## src/rtl/cache_pkg.sv

```systemverilog
// Shared widths, the per-line storage record and address-field helpers for the
// direct-mapped cache model.
package cache_pkg;

  localparam int ADDR_W   = 24;
  localparam int DATA_W   = 24;
  localparam int OFFSET_W = 3;
  localparam int INDEX_W  = 4;
  localparam int TAG_W    = ADDR_W - INDEX_W - OFFSET_W;
  localparam int LINES    = 1 << INDEX_W;

  typedef struct packed {
    logic              valid;
    logic [TAG_W-1:0]  tag;
    logic [DATA_W-1:0] word;
  } line_t;

  function automatic logic [INDEX_W-1:0] get_index(input logic [ADDR_W-1:0] addr);
    return addr[OFFSET_W +: INDEX_W];
  endfunction

  function automatic logic [TAG_W-1:0] get_tag(input logic [ADDR_W-1:0] addr);
    return addr[ADDR_W-1 -: TAG_W];
  endfunction

endpackage

```

## src/rtl/cache_line_array.sv

```systemverilog
// Line storage: valid/tag/word per line, one synchronous write port and a
// combinational read port. Only the valid bits are cleared by rst.
module cache_line_array
  import cache_pkg::*;
(
  input  logic               clk,
  input  logic               rst,
  input  logic [INDEX_W-1:0] rd_idx_i,
  output line_t              rd_line_o,
  input  logic               wr_en_i,
  input  logic [INDEX_W-1:0] wr_idx_i,
  input  line_t              wr_line_i
);

  logic [LINES-1:0]  valid_vec;
  logic [TAG_W-1:0]  tag_q  [LINES];
  logic [DATA_W-1:0] word_q [LINES];

  genvar gi;
  generate
    for (gi = 0; gi < LINES; gi++) begin : g_valid
      logic valid_q;
      always_ff @(posedge clk) begin
        if (rst) begin
          valid_q <= 1'b0;
        end else if (wr_en_i && (wr_idx_i == INDEX_W'(gi))) begin
          valid_q <= wr_line_i.valid;
        end
      end
      assign valid_vec[gi] = valid_q;
    end
  endgenerate

  // Tag/word need no reset: a cleared valid bit masks whatever they hold.
  always_ff @(posedge clk) begin
    if (!rst && wr_en_i) begin
      tag_q[wr_idx_i]  <= wr_line_i.tag;
      word_q[wr_idx_i] <= wr_line_i.word;
    end
  end

  assign rd_line_o.valid = valid_vec[rd_idx_i];
  assign rd_line_o.tag   = tag_q[rd_idx_i];
  assign rd_line_o.word  = word_q[rd_idx_i];

endmodule

```

## src/rtl/cache_processor.sv

```systemverilog
// Direct-mapped write-allocate cache model with registered hit/miss response.
// Optional hit/miss counters are built when CACHE_STATS_EN is defined.
module cache_processor
  import cache_pkg::*;
(
  input  logic              clk,
  input  logic              rst,
  input  logic [ADDR_W-1:0] address,
  input  logic [DATA_W-1:0] data,
  input  logic              mode,
  output logic [DATA_W-1:0] out,
  output logic              status,
  output logic              addBlock
`ifdef CACHE_STATS_EN
  ,
  output logic [31:0]       hit_count,
  output logic [31:0]       miss_count
`endif
);

  logic [INDEX_W-1:0] idx;
  logic [TAG_W-1:0]   tg;
  line_t              rd_line;
  line_t              wr_line;
  logic               hit;
  logic               is_write;
  logic               wr_en;
  logic [DATA_W-1:0]  out_d, out_q;
  logic               status_q;
  logic               add_block_q;

  assign idx = get_index(address);
  assign tg  = get_tag(address);

  cache_line_array u_lines (
    .clk       (clk),
    .rst       (rst),
    .rd_idx_i  (idx),
    .rd_line_o (rd_line),
    .wr_en_i   (wr_en),
    .wr_idx_i  (idx),
    .wr_line_i (wr_line)
  );

  always_comb begin
    hit      = rd_line.valid && (rd_line.tag == tg);
    // Only a definite 1 is a write; an unknown mode falls through as a read.
    is_write = (mode == 1'b1);
    wr_en    = is_write || !hit;
    wr_line  = '{valid: 1'b1, tag: tg, word: (is_write ? data : '0)};
    out_d    = '0;
    if (is_write) begin
      out_d = data;
    end else if (hit) begin
      out_d = rd_line.word;
    end
  end

  always_ff @(posedge clk) begin
    if (rst) begin
      out_q       <= '0;
      status_q    <= 1'b0;
      add_block_q <= 1'b0;
    end else begin
      out_q       <= out_d;
      status_q    <= hit;
      add_block_q <= !hit;
    end
  end

  assign out      = out_q;
  assign status   = status_q;
  assign addBlock = add_block_q;

`ifdef CACHE_STATS_EN
  logic [31:0] hit_count_q, miss_count_q;

  always_ff @(posedge clk) begin
    if (rst) begin
      hit_count_q  <= '0;
      miss_count_q <= '0;
    end else if (hit) begin
      if (hit_count_q != 32'hFFFF_FFFF) hit_count_q <= hit_count_q + 32'd1;
    end else begin
      if (miss_count_q != 32'hFFFF_FFFF) miss_count_q <= miss_count_q + 32'd1;
    end
  end

  assign hit_count  = hit_count_q;
  assign miss_count = miss_count_q;
`endif

endmodule

```

## config.mk

```make
export PLATFORM = sky130hd
export DESIGN_NAME = cache_processor
export DESIGN_NICKNAME = d
export VERILOG_FILES = /design/src/rtl/cache_pkg.sv /design/src/rtl/cache_line_array.sv /design/src/rtl/cache_processor.sv
export SDC_FILE = /design/constraint.sdc
export NUM_CORES = 1
export LEC_CHECK = 0
export CELL_PAD_IN_SITES_DETAIL_PLACEMENT = 1
export CELL_PAD_IN_SITES_GLOBAL_PLACEMENT = 2
export CORE_ASPECT_RATIO = 0.9
export CORE_MARGIN = 4
export CORE_UTILIZATION = 49
export DETAILED_ROUTE_END_ITERATION = 16
export GPL_TIMING_DRIVEN = 0
export PLACE_DENSITY_LB_ADDON = 0.1
export SYNTH_ARGS = -nofsm -noshare
export SYNTH_HDL_FRONTEND = slang
export SYNTH_SLANG_ARGS = --single-unit
```

## constraint.sdc

```tcl
create_clock -name clk -period 10.3 [get_ports clk]
set_clock_uncertainty 0.1 [all_clocks]
set_input_delay 2.575 -clock clk [delete_from_list [all_inputs] [get_ports clk]]
set_output_delay 2.575 -clock clk [all_outputs]
set_load 0.01 [all_outputs]
```

# == Yosys cells after proc, flatten, opt, wreduce, memory -nomap -nowiden ==
# Memory sizes are Yosys's and may differ from the RTL's.
# Cells that the tools add are included.
# classes
n_lt_le_gt_ge,1
eq_ne,16
muxes,7
n_reduce_logical,22
# op_table
op,n
$mux W24,3
$eq A4 B4 Y1 const B,8
$logic_and A1 B1 Y1,18
$eq A17 B17 Y1,1
$eq A4 B3 Y1 const B,4
$eq A4 B2 Y1 const B,2
$lt A4 B5 Y1 const B,1
$bmux W1 S4,1
$eq A4 B1 Y1 const B,1
$logic_not A4 Y1,1
$mux W1,3
$logic_not A1 Y1,2
$logic_or A1 B1 Y1,1
# word_totals
reg_bits,42
mem_bits_rw,656
inputBits,51
output_inout_bits,26
elab_cells,67
mem_count,2
# mem_list
name,words,width,read_ports,rd_clocked_by_memory_dff,write_ports,line_no,source
u_lines.word_q,16,24,1,0,1,cache_line_array.sv:17,logic [DATA_W-1:0] word_q [LINES];
u_lines.tag_q,16,17,1,0,1,cache_line_array.sv:16,logic [TAG_W-1:0] tag_q [LINES];

# == Longest topological paths before layout ==
# depth
depth_word,8
ltp_mapped,15
mapped_depth_nobuf,8

# == By module ==
# A second synthesis with hierarchy kept.
# hier_totals
cells_unflattened,1285
area_unflattened_um2,26992.1
# modules_own_cells
module,instances,cells_each,area_per_inst_um2,seq_area_each_um2
cache_line_array,1,1117,25408.1,20019.2
cache_processor,1,168,1584.0,520.5

# == Least setup slack after synthesis ==
# OpenSTA, ideal clock, no wires.
# synth_path
path_type,input port to flip-flop
start,in address[4]
end,mem u_lines.tag_q[0][0] (netlist name) (enable)
setup_ns,0.490
t_arrival_ns,7.420
required_ns,9.710
slack_ns,2.290
stages,13
n_path_buf,5
path_cell_list,buf_6 buf_6 buf_6 mux4_2 a22oi_1 nand2_1 xor2_1 nor3_1 o211a_1 and4b_1 buf_6 buf_4 nor3_1
# synth_via
elab_chain_cells,8
elab_cells_between_ends,10
classes_between,eq/ne (1); mux (4); reduce/logical (4); memory (1)
# synth_rtl
item,line_no,source
"start, declared",cache_processor.sv:8,"input logic [ADDR_W-1:0] address,"
$mem_v2 Z16 W17 / $bmux W1 S4 (equally long branches),-,
$eq A17 B17 Y1 / $mux W1 (equally long branches),"cache_processor.sv:46, cache_line_array.sv:42",
$logic_and A1 B1 Y1,cache_processor.sv:46,hit = rd_line.valid && (rd_line.tag == tg);
$logic_not A1 Y1,cache_processor.sv:49,wr_en = is_write || !hit;
$logic_or A1 B1 Y1,cache_processor.sv:49,
$logic_and A1 B1 Y1,cache_line_array.sv:36,if (!rst && wr_en_i) begin
$mux W1,cache_line_array.sv:36,
$mux W1 (not written as such),cache_line_array.sv:37,tag_q[wr_idx_i] <= wr_line_i.tag;
"end, declared",cache_line_array.sv:16,
# Several ways; a longest one is shown, not always the timed one. The select of a mux whose other input is x is not followed.

# == Worst setup path after layout ==
# layout_path
start,in address[3]
end,mem u_lines.tag_q[1][7] (netlist name) (enable)
# Same word-level chain as after synthesis.

==> out/metrics.yaml <==
floorplan:
  fp.dieH_um: 232
  initial_core_util: 0.498
  fp-row-count: 81
  core_area_um2: 54600
  die_w_um: 256
  dieArea_um2: 59400
  ios: 77
sta:
  fmax_mhz: 141
  period_minus_slack_ns: 7.07
  finalSetupTns_ns: 0
  finalSetupViolations: 0
  whs_ns: 0.359
  post-route-period-util: 0.687
  drv_slew: 0
  relSlewSlack: 0.148
  hold_violations: 0
  rsz0062_at_grt: "no"
  worst_slew_pin_slew_ns: 1.28
critical_path:
  crit_family: "simple AND/OR/NAND/NOR gates"
  critPathMaxStageDelay_ns: 0.95
  required_ns: 10.50
  critPathSlowestCell: "nor2_1"
  startpoint_type: "input port"
  crit_chain: "clkdlybuf4s50_1 -> buf_2 -> nor2_1 -> a22oi_1 -> and3_1 -> o221ai_1 -> o21ai_0 -> and2_1 -> and4b_1 -> buf_6 -> buf_4 -> nor3_2 -> buf_6 -> buf_6"
  critPathKind: "in2reg"
  crit_buf_inv: 6
  critPathArrivalTime_ns: 7.27
  cp_common_cell: "buf_6"
  crit_fanout: 10
  worst_setup_path_end_kind: "flop"
drt:
  wl_mm: 72.2
  antenna_left: 0
  viasPerCell: 6.19
  drc: 0
  drt_first_pass_iters: 5
  post_drt_wl_per_cell_um: 31.6
  route.vias.total: 14152
  drtIter0Drc: 1465
place:
  portBuffers: 70
  dpl.cell_count: 2153
  place_area_um2: 30100
  gp_congestion: 0.716
  place_hpwl_mm: 48.0
grt:
  grt_pass1_vias: 14949
  grt_usage: 0.246
  antenna_found_initial: 0
  grt_pass1_wl_mm: 105
  grt_max_degree: 22
  overflow: 0
cells_and_area:
  fillers: 4587
  final_nets: 1574
  finish.instance_area_um2: 32200
  synthToLayoutAreaGrowth_pct: 18.5
  final_cells: 2285
  drive_gt1_frac: 0.275
  antenna-diode-count: 0
outcome:
  status: "completed"
power_and_ir_drop:
  peakVddDrop_mv: 0.168
  powerDensity_nw_per_um2: 186
  p_leak_uw: 0.0101
cts:
  cts.sinks: 698
  cts_hold_buf: 0
  cts_inserted_buffers: 73
  clkTransAtPathRegs_ns: 0.06
  clk_latency_ns: 0.62
  cts-root-buf: "clkbuf_16"
  post_cts_buffers: 0
  clockBufferDepth: 3
  cts_tree: "yes"
  cts_resized: 0
  htreeDepth: 3
logic_synthesis:
  syn_avg_cell_area_um2: 21.3
  yosysWarningCount: 0
  synth_flop_cell: "edfxtp_1"
  yosysSeqAreaShare: 0.755
  synth_fp_nets: 1327
  ys_types: 42
  syn-cell-area_um2: 27200
  netlist_instances: 1276
  ys_seq_elements: 698
  ys_async_sr_fraction: 0
  synth-edff-count: 656
worst_hold_path:
  hold_path.class: "reg2reg"
run:
  maxCapViolCount: 0
[area by class of cell]
type / instances / area [um2] / share of cell area
flip-flops and latches: 698 / 20500 / 0.637
multi-input cells: 480 / 6240 / 0.194
clock buffers: 97 / 2000 / 0.0620
repair buffers: 172 / 1880 / 0.0582
well taps: 705 / 882 / 0.0274
plain buffers: 76 / 428 / 0.0133
clock inverters: 35 / 193 / 0.00598
inverters: 22 / 82.6 / 0.00256
[placed cells by master, fill, tap and decap left out, drive strengths merged, types with 7 or more instances in the layout]
| cell | n |
|---|---|
| edfxtp | 656 |
| mux4 | 168 |
| buf | 144 |
| clkbuf | 131 |
| clkdlybuf4s50 | 70 |
| mux2i | 62 |
| and2 | 51 |
| dfxtp | 42 |
| clkinv | 32 |
| a22o | 29 |
| inv | 23 |
| a22oi | 18 |
| nor3 | 18 |
| o32ai | 16 |
| nand2 | 15 |
| mux2 | 15 |
| a21oi | 10 |
| xor2 | 10 |
| nor2 | 9 |
| o22ai | 8 |
| xnor2 | 7 |
[report_power, final]
part / internal [uW] / total [uW] / switching, uW
combinational: 156 / 369 / 212
sequential: 3160 / 3180 / 15.2
clock: 1390 / 2460 / 1070
total: 4710 / 6000 / 1300
[synth_stat cells (4+ instances only)]
master,instances,area share
buf_4,6,0.0017
nand2_1,15,0.0021
mux2_2,14,0.0058
buf_6,13,0.0054
buf_2,18,0.0033
nor2_1,9,0.0012
nor3_1,18,0.0033
a22o_1,29,0.0093
o32ai_1,16,0.0051
mux4_2,168,0.14
buf_1,5,0.00069
mux2i_1,62,0.023
dfxtp_1,42,0.031
nor2b_1,4,0.00092
a22oi_1,18,0.0050
xor2_1,10,0.0032
o22ai_1,8,0.0018
clkbuf_1,34,0.0047
a21oi_1,10,0.0018
and2_1,51,0.012
and3_1,5,0.0011
xnor2_1,7,0.0023
edfxtp_1,656,0.72
o21ai_0,4,0.00074
inv_1,22,0.0030
[sequential cells by signal (all words and copies together), names as in the netlist]
signal                   cells
u_lines.word_q             384
u_lines.tag_q              272
out                         24
u_lines.g_valid.valid_q     16
addBlock                     1
status                       1
[logic make-up (layout without fill, tap and decap cells)]
logic type | Yosys count | in the layout | share of synthesized area
simple gates | 117 | 117 | 0.0243
mux | 245 | 245 | 0.168
flops | 698 | 698 | 0.755
xor+xnor | 17 | 17 | 0.00547
buf+inv | 98 | 402 | 0.0188
compound gates | 101 | 101 | 0.0285
[path summary, 6_finish.rpt]
kind,from,depth (start not counted),slack (ns),to
min reg2reg,u_lines.g_valid[14].valid_q,2,0.36,u_lines.g_valid[14].valid_q
min,u_lines.g_valid[14].valid_q,2,0.36,u_lines.g_valid[14].valid_q
max reg2reg,u_lines.tag_q[15][3],13,6.17,u_lines.tag_q[2][2]
max,address[3],14,3.23,u_lines.tag_q[1][7]
[metal layers]
metal  global-route usage  up-vias  wire [um]
met2                0.389      552      34400
met1                0.361     7674      31200
li1                     -     5824          -
met5                    0        -          0
met3               0.0508      102       5200
met4               0.0554        0       1380
[worst register-to-register path, stage by stage, from the launching register on]
cell	delay [ns]
edfxtp_1	0.37
mux4_2	0.50
mux2_2	0.28
a21oi_1	0.18
xnor2_1	0.08
nor3_1	0.65
o211a_1	0.30
and4b_1	0.28
buf_6	0.18
buf_4	0.23
nor3_2	0.16
buf_8	0.24
buf_6	0.16
buf_6	0.16
[metrics by stage]
step | util | setup slack [ns] | power (uW)
after floorplan | - | 2.29 | 3440
after global placement | 0.527 | -3.67 | 3580
after detailed placement | 0.550 | 2.65 | 3610
after CTS | 0.590 | 3.26 | 6050
after global routing | 0.590 | 3.06 | 6200
final | 0.590 | 3.23 | 6000
No activity file was read; power rests on OpenSTA's default activity.
